File: config.mk
export PLATFORM = sky130hd
export DESIGN_NAME = ascii_7to1_serializer
export DESIGN_NICKNAME = d
export VERILOG_FILES = /design/src/rtl/ascii_7to1_serializer.sv
export SDC_FILE = /design/constraint.sdc
export NUM_CORES = 1
export LEC_CHECK = 0
export CORE_ASPECT_RATIO = 1.75
export CORE_MARGIN = 4
export CORE_UTILIZATION = 50
export CTS_BUF_LIST = sky130_fd_sc_hd__clkbuf_16
export CTS_CLUSTER_DIAMETER = 200
export DETAILED_ROUTE_END_ITERATION = 10
export PLACE_DENSITY = 0.71
export SKIP_LAST_GASP = 1
export SYNTH_ARGS = -nofsm -noshare
export SYNTH_HDL_FRONTEND = slang
export SYNTH_SLANG_ARGS = --single-unit
File: constraint.sdc
create_clock -name clk -period 3.2 [get_ports clk]
set_clock_uncertainty 0.2 [all_clocks]
set_input_delay 0.96 -clock clk [delete_from_list [all_inputs] [get_ports clk]]
set_output_delay 0.96 -clock clk [all_outputs]
set_load 0.01 [all_outputs]
File: src/rtl/ascii_7to1_serializer.sv
// ASCII 7-to-1 serializer: FIFO-buffered characters out as a gapless MSB-first bitstream.
// Optional SER_PARITY_EN appends an even-parity bit, making frames 8 cycles long.
module ascii_7to1_serializer #(
  parameter int         DEPTH     = 4,
  parameter logic [6:0] FILL_CHAR = 7'h00,
  parameter int         LVL_W     = 3
) (
  input  logic             clk,
  input  logic             rst_n,
  input  logic [6:0]       in_data,
  input  logic             in_valid,
  output logic             in_ready,
  output logic             ser_out,
  output logic             frame_start,
  output logic             fill_active,
  output logic [LVL_W-1:0] level,
  output logic [7:0]       fill_cnt
);
  localparam int PTR_W = $clog2(DEPTH);
`ifdef SER_PARITY_EN
  localparam logic [2:0] LAST_BIT = 3'd7;
`else
  localparam logic [2:0] LAST_BIT = 3'd6;
`endif
  localparam logic [PTR_W:0] FULL_CNT = (PTR_W+1)'(DEPTH);
  localparam logic [PTR_W:0] PTR_ONE  = (PTR_W+1)'(1);

  logic [6:0]     r_mem [DEPTH];
  logic [PTR_W:0] r_wr_ptr;
  logic [PTR_W:0] r_rd_ptr;
  logic [2:0]     r_bit_cnt;
  logic [5:0]     r_shift;
  logic           r_ser_out;
  logic           r_frame_start;
  logic           r_fill_active;
  logic [7:0]     r_fill_cnt;
`ifdef SER_PARITY_EN
  logic           r_parity;
`endif

  logic [PTR_W:0] w_count;
  logic           w_empty;
  logic           w_full;
  logic           w_boundary;
  logic           w_push;
  logic           w_pop;
  logic [6:0]     w_head;
  logic [6:0]     w_word;
  logic [2:0]     w_bit_cnt_next;
  logic [5:0]     w_shift_next;
  logic           w_ser_next;
  logic           w_fill_active_next;
  logic [7:0]     w_fill_cnt_next;

  // Extra pointer MSB distinguishes full from empty when the indices match.
  assign w_count    = r_wr_ptr - r_rd_ptr;
  assign w_empty    = (w_count == '0);
  assign w_full     = (w_count == FULL_CNT);
  assign w_boundary = (r_bit_cnt == 3'd0);
  assign w_push     = in_valid && !w_full;
  assign w_pop      = w_boundary && !w_empty;
  assign w_head     = r_mem[r_rd_ptr[PTR_W-1:0]];
  assign w_word     = w_empty ? FILL_CHAR : w_head;

  assign in_ready    = !w_full;
  assign level       = LVL_W'(w_count);
  assign ser_out     = r_ser_out;
  assign frame_start = r_frame_start;
  assign fill_active = r_fill_active;
  assign fill_cnt    = r_fill_cnt;

  always_comb begin
    w_bit_cnt_next     = r_bit_cnt;
    w_shift_next       = r_shift;
    w_ser_next         = r_ser_out;
    w_fill_active_next = r_fill_active;
    w_fill_cnt_next    = r_fill_cnt;
    if (w_boundary) begin
      w_ser_next         = w_word[6];
      w_shift_next       = w_word[5:0];
      w_fill_active_next = w_empty;
      w_bit_cnt_next     = 3'd1;
      if (w_empty && (r_fill_cnt != 8'hFF)) begin
        w_fill_cnt_next = r_fill_cnt + 8'd1;
      end
    end else begin
      w_ser_next     = r_shift[5];
      w_shift_next   = {r_shift[4:0], 1'b0};
      w_bit_cnt_next = (r_bit_cnt == LAST_BIT) ? 3'd0 : r_bit_cnt + 3'd1;
`ifdef SER_PARITY_EN
      if (r_bit_cnt == 3'd7) begin
        w_ser_next = r_parity;
      end
`endif
    end
  end

  // Storage is not reset: clearing the pointers is enough to discard contents.
  always_ff @(posedge clk) begin
    if (w_push) begin
      r_mem[r_wr_ptr[PTR_W-1:0]] <= in_data;
    end
  end

  always_ff @(posedge clk or negedge rst_n) begin
    if (!rst_n) begin
      r_wr_ptr      <= '0;
      r_rd_ptr      <= '0;
      r_bit_cnt     <= 3'd0;
      r_shift       <= 6'd0;
      r_ser_out     <= 1'b0;
      r_frame_start <= 1'b0;
      r_fill_active <= 1'b0;
      r_fill_cnt    <= 8'd0;
    end else begin
      if (w_push) begin
        r_wr_ptr <= r_wr_ptr + PTR_ONE;
      end
      if (w_pop) begin
        r_rd_ptr <= r_rd_ptr + PTR_ONE;
      end
      r_bit_cnt     <= w_bit_cnt_next;
      r_shift       <= w_shift_next;
      r_ser_out     <= w_ser_next;
      r_frame_start <= w_boundary;
      r_fill_active <= w_fill_active_next;
      r_fill_cnt    <= w_fill_cnt_next;
    end
  end

`ifdef SER_PARITY_EN
  always_ff @(posedge clk or negedge rst_n) begin
    if (!rst_n) begin
      r_parity <= 1'b0;
    end else if (w_boundary) begin
      r_parity <= ^w_word;
    end
  end
`endif

endmodule

==> impl_metrics.toml, run 1 <==
[synth]
synth_top_area_share_pct = 36.5
syn_inst = 155
yosysWarnings = 0
ys_types = 36
syn_avg_cell_area_sq_um = 14.9
synth_top_area_cell = "edfxtp_1"
ys_seq_elements = 54
synthArstFlopShare_pct = 48.1
synth-seq-area-share_pct = 64.7
synthTopCellsByCount = "edfxtp_1, dfrtp_1, nand2_1"
synth_most_common_cell = "edfxtp_1"
synth_nets = 174
yosys-top-cells-area = "edfxtp_1, dfrtp_1, mux4_2"
synth_area_sq_mm = 0.00230
synth_flop_cell = "edfxtp_1"
synth_edf_count = 28

[timing]
final.setup.worst_slack_ps = 117
clock.fmax_mhz = 324
final_hold_viol_count = 0
drv_slew = 0
rsz0062_at_grt = "no"
worst_pin_slew_ps = 423
max-slew-margin-rel_pct = 71.8
period_needed_ps = 3080
post-route-period-util_pct = 96.3
holdWs_ps = 237
setup_violations = 0
tns_ps = 0

[final_layout]
syn_to_final_growth_pct = 20.1
finalNetCount = 207
num_antenna_cells = 0
final_util_pct = 62.3
nFillCells = 341
stdcell_count = 240
drive_above_1_share_pct = 15.9

[clock_network]
cts_buffers = 5
cts_tree = "built"
htree_levels = 2
clk_latency_ps = 280
cts_sinks = 54
clock_path_buffers = 2
cts_root_buffer = "clkbuf_16"
path_clk_slew_ps = 60

[pwr]
switchingPower_w = 0.000858
power_frac_comb_pct = 43.3
ir_worst_vdd_uv = 577
seq_power_share_pct = 37.4
leakage_nw = 1.15
power.density_mw_per_mm2 = 948
intPower_w = 0.00177
p_sw_share_pct = 32.7
pwr-share-clk_pct = 19.2

[die]
row_count = 32
io_pins = 25
die_w_um = 59.3
coreArea_sq_mm = 0.00444
start_util_pct = 51.9
die_y_um = 97.8
dieArea_sq_mm = 0.00580

[routing]
wirelength_um = 3770
drt_iter0_drc = 61
drc = 0
routed_via_density = 5.41
first_pass_iters = 4
vias = 1298
ant_nets = 0
post_drt_wl_per_cell_um = 15.7

[global_route]
grt_use_total_pct = 15.0
first_global_vias = 1413
gr-total-overflow = 0
grt_pass1_wl_um = 6670
antenna_found_initial = 0
grt_max_degree = 27

[critical_path]
path_max_fanout = 2
crit_required_ps = 2040
worst-setup-path-type = "reg -> out"
cp_data_arrival_time_ps = 1920
setup.worst_path.end_class = "output port"
startpoint_type = "register"

[outcome]
outcome = "finished clean"

[place]
place_congestion = 0.870
dp_slack_ps = 97.6
hpwl_um = 2800
dp.cells = 231
portBuffers = 24

[run]
max_cap_violations = 0

[hold_path]
hp-class = "reg -> reg"
==> state kept, by name, summed over array words and instances (netlist names) <==
register	count
frame_start	1
r_wr_ptr	3
ser_out	1
r_rd_ptr	3
r_mem	28
r_shift	6
r_bit_cnt	3
fill_active	1
fill_cnt	8
==> worst paths after layout <==
path,start,slack [ps],cells after the start,to
setup / recovery,r_wr_ptr[0],120,5,level[1]
hold / removal,r_bit_cnt[0],240,1,r_bit_cnt[0]
setup reg to reg,r_wr_ptr[0],460,7,r_mem[3][3]
hold reg to reg,r_bit_cnt[0],240,1,r_bit_cnt[0]
max in group asynchronous,rst_n,1720,2,fill_cnt[0]
min in group asynchronous,rst_n,830,2,fill_cnt[6]
==> area by class of cell <==
| cell class | count | area (sq um) | area share (%) |
|---|---|---|---|
| sequential | 54 | 1490 | 53.9 |
| clock buffer | 5 | 125 | 4.52 |
| multi-input combinational | 89 | 759 | 27.4 |
| inverter | 8 | 30.0 | 1.08 |
| tap | 51 | 63.8 | 2.30 |
| timing repair buffer | 30 | 283 | 10.2 |
| clock inverter | 3 | 16.3 | 0.587 |
==> what timing repair did <==
action	CTS	global route
endpoints found under the setup margin	2	0
setup buffers	1	0
hold buffers	0	0
resized for setup	2	0
==> per-layer routing <==
layer	vias up	track usage, %	share of wire [%]
met1	654	17.5	37
met4	0	5.06	1.6
met3	6	2.91	3.9
li1	614	-	-
met2	24	26.5	57
met5	-	0	0
==> cells by family after synthesis <==
group | count (synthesis) | share of synthesized area (%)
AO/OA/AOI/OAI | 7 | 2.01
XOR/XNOR | 8 | 3.75
adder cells (fa/ha/maj) | 9 | 5.21
buffers and inverters | 12 | 2.33
flip-flops | 54 | 64.7
multiplexers | 12 | 9.39
AND/OR/NAND/NOR | 53 | 12.6
==> cells in the final DEF (no fill, tap or decap), types with 2 or more instances in the layout <==
cell	Yosys	final
a21oi_1	3	3
and2_1	4	4
inv_1	7	7
ha_1	8	8
and4_2	2	2
clkinv_1	1	2
mux4_2	7	7
xnor2_1	5	5
nor2_1	3	3
dfrtp_1	26	26
dlygate4sd2_1	0	2
nand3_1	11	11
mux2_1	2	2
xor2_1	2	2
and3_1	4	4
nand2_1	19	19
o21ai_0	2	2
buf_4	0	6
nand2b_1	2	2
clkbuf_16	0	5
clkdlybuf4s50_1	0	22
edfxtp_1	28	28
==> power by group through the flow <==
stage          Combinational, W  Clock [W]  Sequential, W
2_1_floorplan          0.000740          0       0.000994
3_3_place_gp            0.00113          0       0.000987
3_5_place_dp            0.00116          0        0.00100
4_1_cts                 0.00116   0.000518       0.000985
5_1_grt                 0.00127   0.000540        0.00100
6_report                0.00114   0.000505       0.000983
==> worst max-delay path, stage by stage (launching register included) <==
cell and delay [ps]:
dfrtp_1 350, inv_1 60, ha_1 210, fa_1 430, inv_1 60, clkdlybuf4s50_1 530
==> stage by stage <==
stage | total power (W) | cell area [sq um]
after floorplan | 0.00173 | 2300
after global placement | 0.00212 | 2620
after detailed placement | 0.00217 | 2620
after CTS | 0.00267 | 2770
after global routing | 0.00281 | 2770
final | 0.00263 | 2770
(Power assumes the default switching activity.)
==> run 2, diff against run 1 <==
CORE_UTILIZATION = 35   (was 50)
PLACE_DENSITY = 0.53   (was 0.71)
==> impl_metrics.toml, run 2 (same netlist as run 1, synthesis figures left out) <==
[outcome]
outcome = "finished clean"

[critical_path]
reg2reg_slack_ps = 460
crit_required_ps = 2040
rr_worst_depth = 7
path_max_fanout = 2
setup.worst_path.end_class = "output port"
worst-setup-path-type = "reg -> out"
cp_data_arrival_time_ps = 1910
r2r_end = "r_mem[3][2]"
startpoint_type = "register"
r2r_start = "r_wr_ptr[0]"

[final_layout]
syn_to_final_growth_pct = 21.9
largest_register_ffs = 28
nFillCells = 581
finalNetCount = 207
most-common-layout-cells = "edfxtp_1, dfrtp_1, clkdlybuf4s50_1, nand2_1, nand3_1"
stdcell_count = 269
drive_above_1_share_pct = 16.4
layout_commonest_cell = "edfxtp_1"
num_antenna_cells = 0

[clock_network]
cts_buffers = 5
cts_sinks = 54
clock_path_buffers = 2
cts_tree = "built"
clk_latency_ps = 290
cts_root_buffer = "clkbuf_16"
holdBufCountCts = 0
path_clk_slew_ps = 70
htree_levels = 2

[pwr]
p_sw_share_pct = 32.8
leakage_nw = 1.16
power_frac_comb_pct = 43.0
pwr-share-clk_pct = 19.8
power.density_mw_per_mm2 = 937
switchingPower_w = 0.000863
intPower_w = 0.00177
seq_power_share_pct = 37.2
ir_worst_vdd_uv = 314

[routing]
drt_iter0_drc = 37
drc = 0
wirelength_um = 3850
vias = 1283
routed_via_density = 4.77
post_drt_wl_per_cell_um = 14.3
ant_nets = 0
first_pass_iters = 4

[run]
max_cap_violations = 0

[place]
dp_slack_ps = 144
dp.cells = 260
portBuffers = 24
place_congestion = 0.719
hpwl_um = 2850

[global_route]
grt_use_total_pct = 10.9
grt_pass1_wl_um = 6710
gr-total-overflow = 0
first_global_vias = 1394
grt_max_degree = 27
antenna_found_initial = 0

[die]
start_util_pct = 36.4
die_y_um = 115
dieArea_sq_mm = 0.00800
io_pins = 25
row_count = 38
die_w_um = 69.3
coreArea_sq_mm = 0.00632

[timing]
period_needed_ps = 3070
post-route-period-util_pct = 95.9
tns_ps = 0
worst_pin_slew_ps = 442
final.setup.worst_slack_ps = 131
setup_violations = 0
max-slew-margin-rel_pct = 70.6
clock.fmax_mhz = 326
final_hold_viol_count = 0
drv_slew = 0
rsz0062_at_grt = "no"

[hold_path]
hp-class = "reg -> reg"
hold_depth = 2
whs_endpoint = "r_shift[1]"
hp-start = "r_shift[0]"
-- run 2: critical path: stages, from the launching register on --
cell             delay, ps
dfrtp_1                350
inv_1                   60
ha_1                   200
fa_1                   420
inv_1                   60
clkdlybuf4s50_1        530
-- run 2: power by group through the flow --
stage          combinational (W)  clock (W)  sequential (W)
3_3_place_gp             0.00116          0        0.000990
5_1_grt                  0.00127   0.000572        0.000994
2_1_floorplan           0.000740          0        0.000994
6_report                 0.00113   0.000520        0.000980
4_1_cts                  0.00115   0.000544        0.000984
3_5_place_dp             0.00117          0        0.000997
-- run 2: worst max path at each step --
| stage | from | endpoint | depth (start not counted) |
|---|---|---|---|
| finish | r_wr_ptr[0] | level[1] | 5 |
| CTS | r_wr_ptr[0] | level[1] | 5 |
| floorplan | r_wr_ptr[0] | in_ready | 5 |
| global placement | r_wr_ptr[0] | in_ready | 6 |
| detailed placement | r_wr_ptr[0] | in_ready | 6 |
| global route | r_wr_ptr[0] | level[1] | 5 |
-- run 2: timing repair --
item / 4_1_cts / 5_1_grt
endpoints found under the setup margin: 2 / 1
cloned: 0 / 0
resized for setup: 2 / 0
setup buffers: 0 / 1
-- run 2: per-stage QoR --
stage	hold slack, ps	power, W	util (%)	instance area (sq um)
after floorplan	214	0.00173	-	2300
final	250	0.00263	44.4	2810
after CTS	253	0.00268	44.3	2800
after detailed placement	236	0.00217	42.0	2660
after global placement	226	0.00215	42.0	2660
after global routing	282	0.00284	44.4	2810
-- run 2: area by class of cell --
class	instances	area, sq um	area share [%]
Multi-Input combinational cell	89	759	27.0
Clock inverter	3	21.3	0.757
Sequential cell	54	1490	53.1
Timing Repair Buffer	30	283	10.1
Clock buffer	5	125	4.45
Inverter	8	30.0	1.07
Tap cell	80	100	3.56
-- run 2: layer usage --
layer	vias up	track usage, %	part of all wire [%]
li1	615	-	-
met1	639	11.0	37
met2	24	20.5	58
met3	5	3.06	3.8
met4	0	4.82	1.7
met5	-	0	0
==> run 3, diff against run 2 <==
PLACE_DENSITY = 0.65   (was 0.53)
==> impl_metrics.toml, run 3 (same netlist as run 1, synthesis figures left out) <==
[outcome]
outcome = "finished clean"

[critical_path]
path_max_fanout = 3
startpoint_type = "register"
cp_data_arrival_time_ps = 1940
worst-setup-path-type = "reg -> out"
crit_required_ps = 2040
setup.worst_path.end_class = "output port"

[timing]
period_needed_ps = 3100
max-slew-margin-rel_pct = 71.1
worst_pin_slew_ps = 434
rsz0062_at_grt = "no"
drv_slew = 0
tns_ps = 0
clock.fmax_mhz = 323
final.setup.worst_slack_ps = 103
setup_violations = 0
post-route-period-util_pct = 96.8
final_hold_viol_count = 0

[run]
max_cap_violations = 0

[final_layout]
num_antenna_cells = 0
most-common-layout-cells = "edfxtp_1, dfrtp_1, clkdlybuf4s50_1, nand2_1, nand3_1"
drive_above_1_share_pct = 15.4
layout_commonest_cell = "edfxtp_1"
largest_register_ffs = 28
finalNetCount = 206
syn_to_final_growth_pct = 21.5

[global_route]
first_global_vias = 1361
antenna_found_initial = 0
grt_max_degree = 27
gr-total-overflow = 0
grt_use_total_pct = 10.7
grt_pass1_wl_um = 6610

[clock_network]
htree_levels = 2
cts_tree = "built"
clk_latency_ps = 290
path_clk_slew_ps = 60
cts_root_buffer = "clkbuf_16"
holdBufCountCts = 0
cts_buffers = 5
clock_path_buffers = 2
cts_sinks = 54

[pwr]
power.density_mw_per_mm2 = 933
power_w = 0.00261
leakage_nw = 1.15
ir_worst_vdd_uv = 346

[die]
die_w_um = 69.3
dieArea_sq_mm = 0.00800
row_count = 38
io_pins = 25
die_y_um = 115
start_util_pct = 36.4
coreArea_sq_mm = 0.00632

[routing]
routed_via_density = 4.83
post_drt_wl_per_cell_um = 14.4
wirelength_um = 3850
first_pass_iters = 6
drt_iter0_drc = 55
drc = 0
ant_nets = 0
vias = 1295

[place]
place_congestion = 0.714
portBuffers = 24
dp_slack_ps = 172
hpwl_um = 2740

[hold_path]
hp-class = "reg -> reg"
-- run 3: cell types whose count changed in the layout (fill, tap and decap cells not counted), sizes merged --
cell    delta
buf        -1
clkinv     -1
inv        +1
-- run 3: path summary, 6_finish.rpt --
| path | start | to | slack, ps | cells after the start |
|---|---|---|---|---|
| hold / removal | r_bit_cnt[0] | r_bit_cnt[0] | 250 | 1 |
| hold reg to reg | r_bit_cnt[0] | r_bit_cnt[0] | 250 | 1 |
| setup reg to reg | r_wr_ptr[0] | r_mem[3][6] | 450 | 7 |
| min in group asynchronous | rst_n | fill_cnt[5] | 840 | 2 |
| setup / recovery | r_wr_ptr[0] | level[1] | 100 | 5 |
| max in group asynchronous | rst_n | r_shift[5] | 1700 | 2 |
-- run 3: power breakdown --
part | switching, W | internal, W | leakage [nW] | total [W]
registers | 0.0000708 | 0.000912 | 0.604 | 0.000983
logic | 0.000552 | 0.000560 | 0.482 | 0.00111
clock network | 0.000231 | 0.000287 | 0.0672 | 0.000518
-- run 3: stage by stage --
stage | cell area [sq um] | util, % | cells | hold slack (ps)
floorplan | 2300 | - | 155 | 214
global placement | 2660 | 42.0 | 260 | 224
detailed placement | 2660 | 42.0 | 260 | 232
CTS | 2800 | 44.3 | 268 | 250
global route | 2800 | 44.3 | 268 | 263
finish | 2800 | 44.3 | 268 | 248
-- run 3: area by class of cell --
| class | instances | area [sq um] |
|---|---|---|
| clock inverters | 3 | 18.8 |
| fillers | 575 | 3520 |
| multi-input cells | 89 | 759 |
| well taps | 80 | 100 |
| repair buffers | 29 | 275 |
| flip-flops and latches | 54 | 1490 |
| inverters | 8 | 30.0 |
| clock buffers | 5 | 125 |
-- run 3: timing repair --
| item | CTS | global route |
|---|---|---|
| setup endpoints to repair | 2 | 0 |
| buffers inserted | 0 | 0 |
| resized for setup | 2 | 0 |
-- run 3: worst max-delay path, cell delays in order, from the launching register on --
cell,delay [ps]
dfrtp_1,370
inv_1,60
ha_1,200
fa_1,430
inv_1,60
clkdlybuf4s50_1,520
-- run 3: routing by layer --
metal | GRT usage (%) | share of wire [%]
met1 | 11.9 | 40
met5 | 0 | 0
met4 | 5.08 | 2.5
met2 | 19.4 | 54
met3 | 2.27 | 3.6
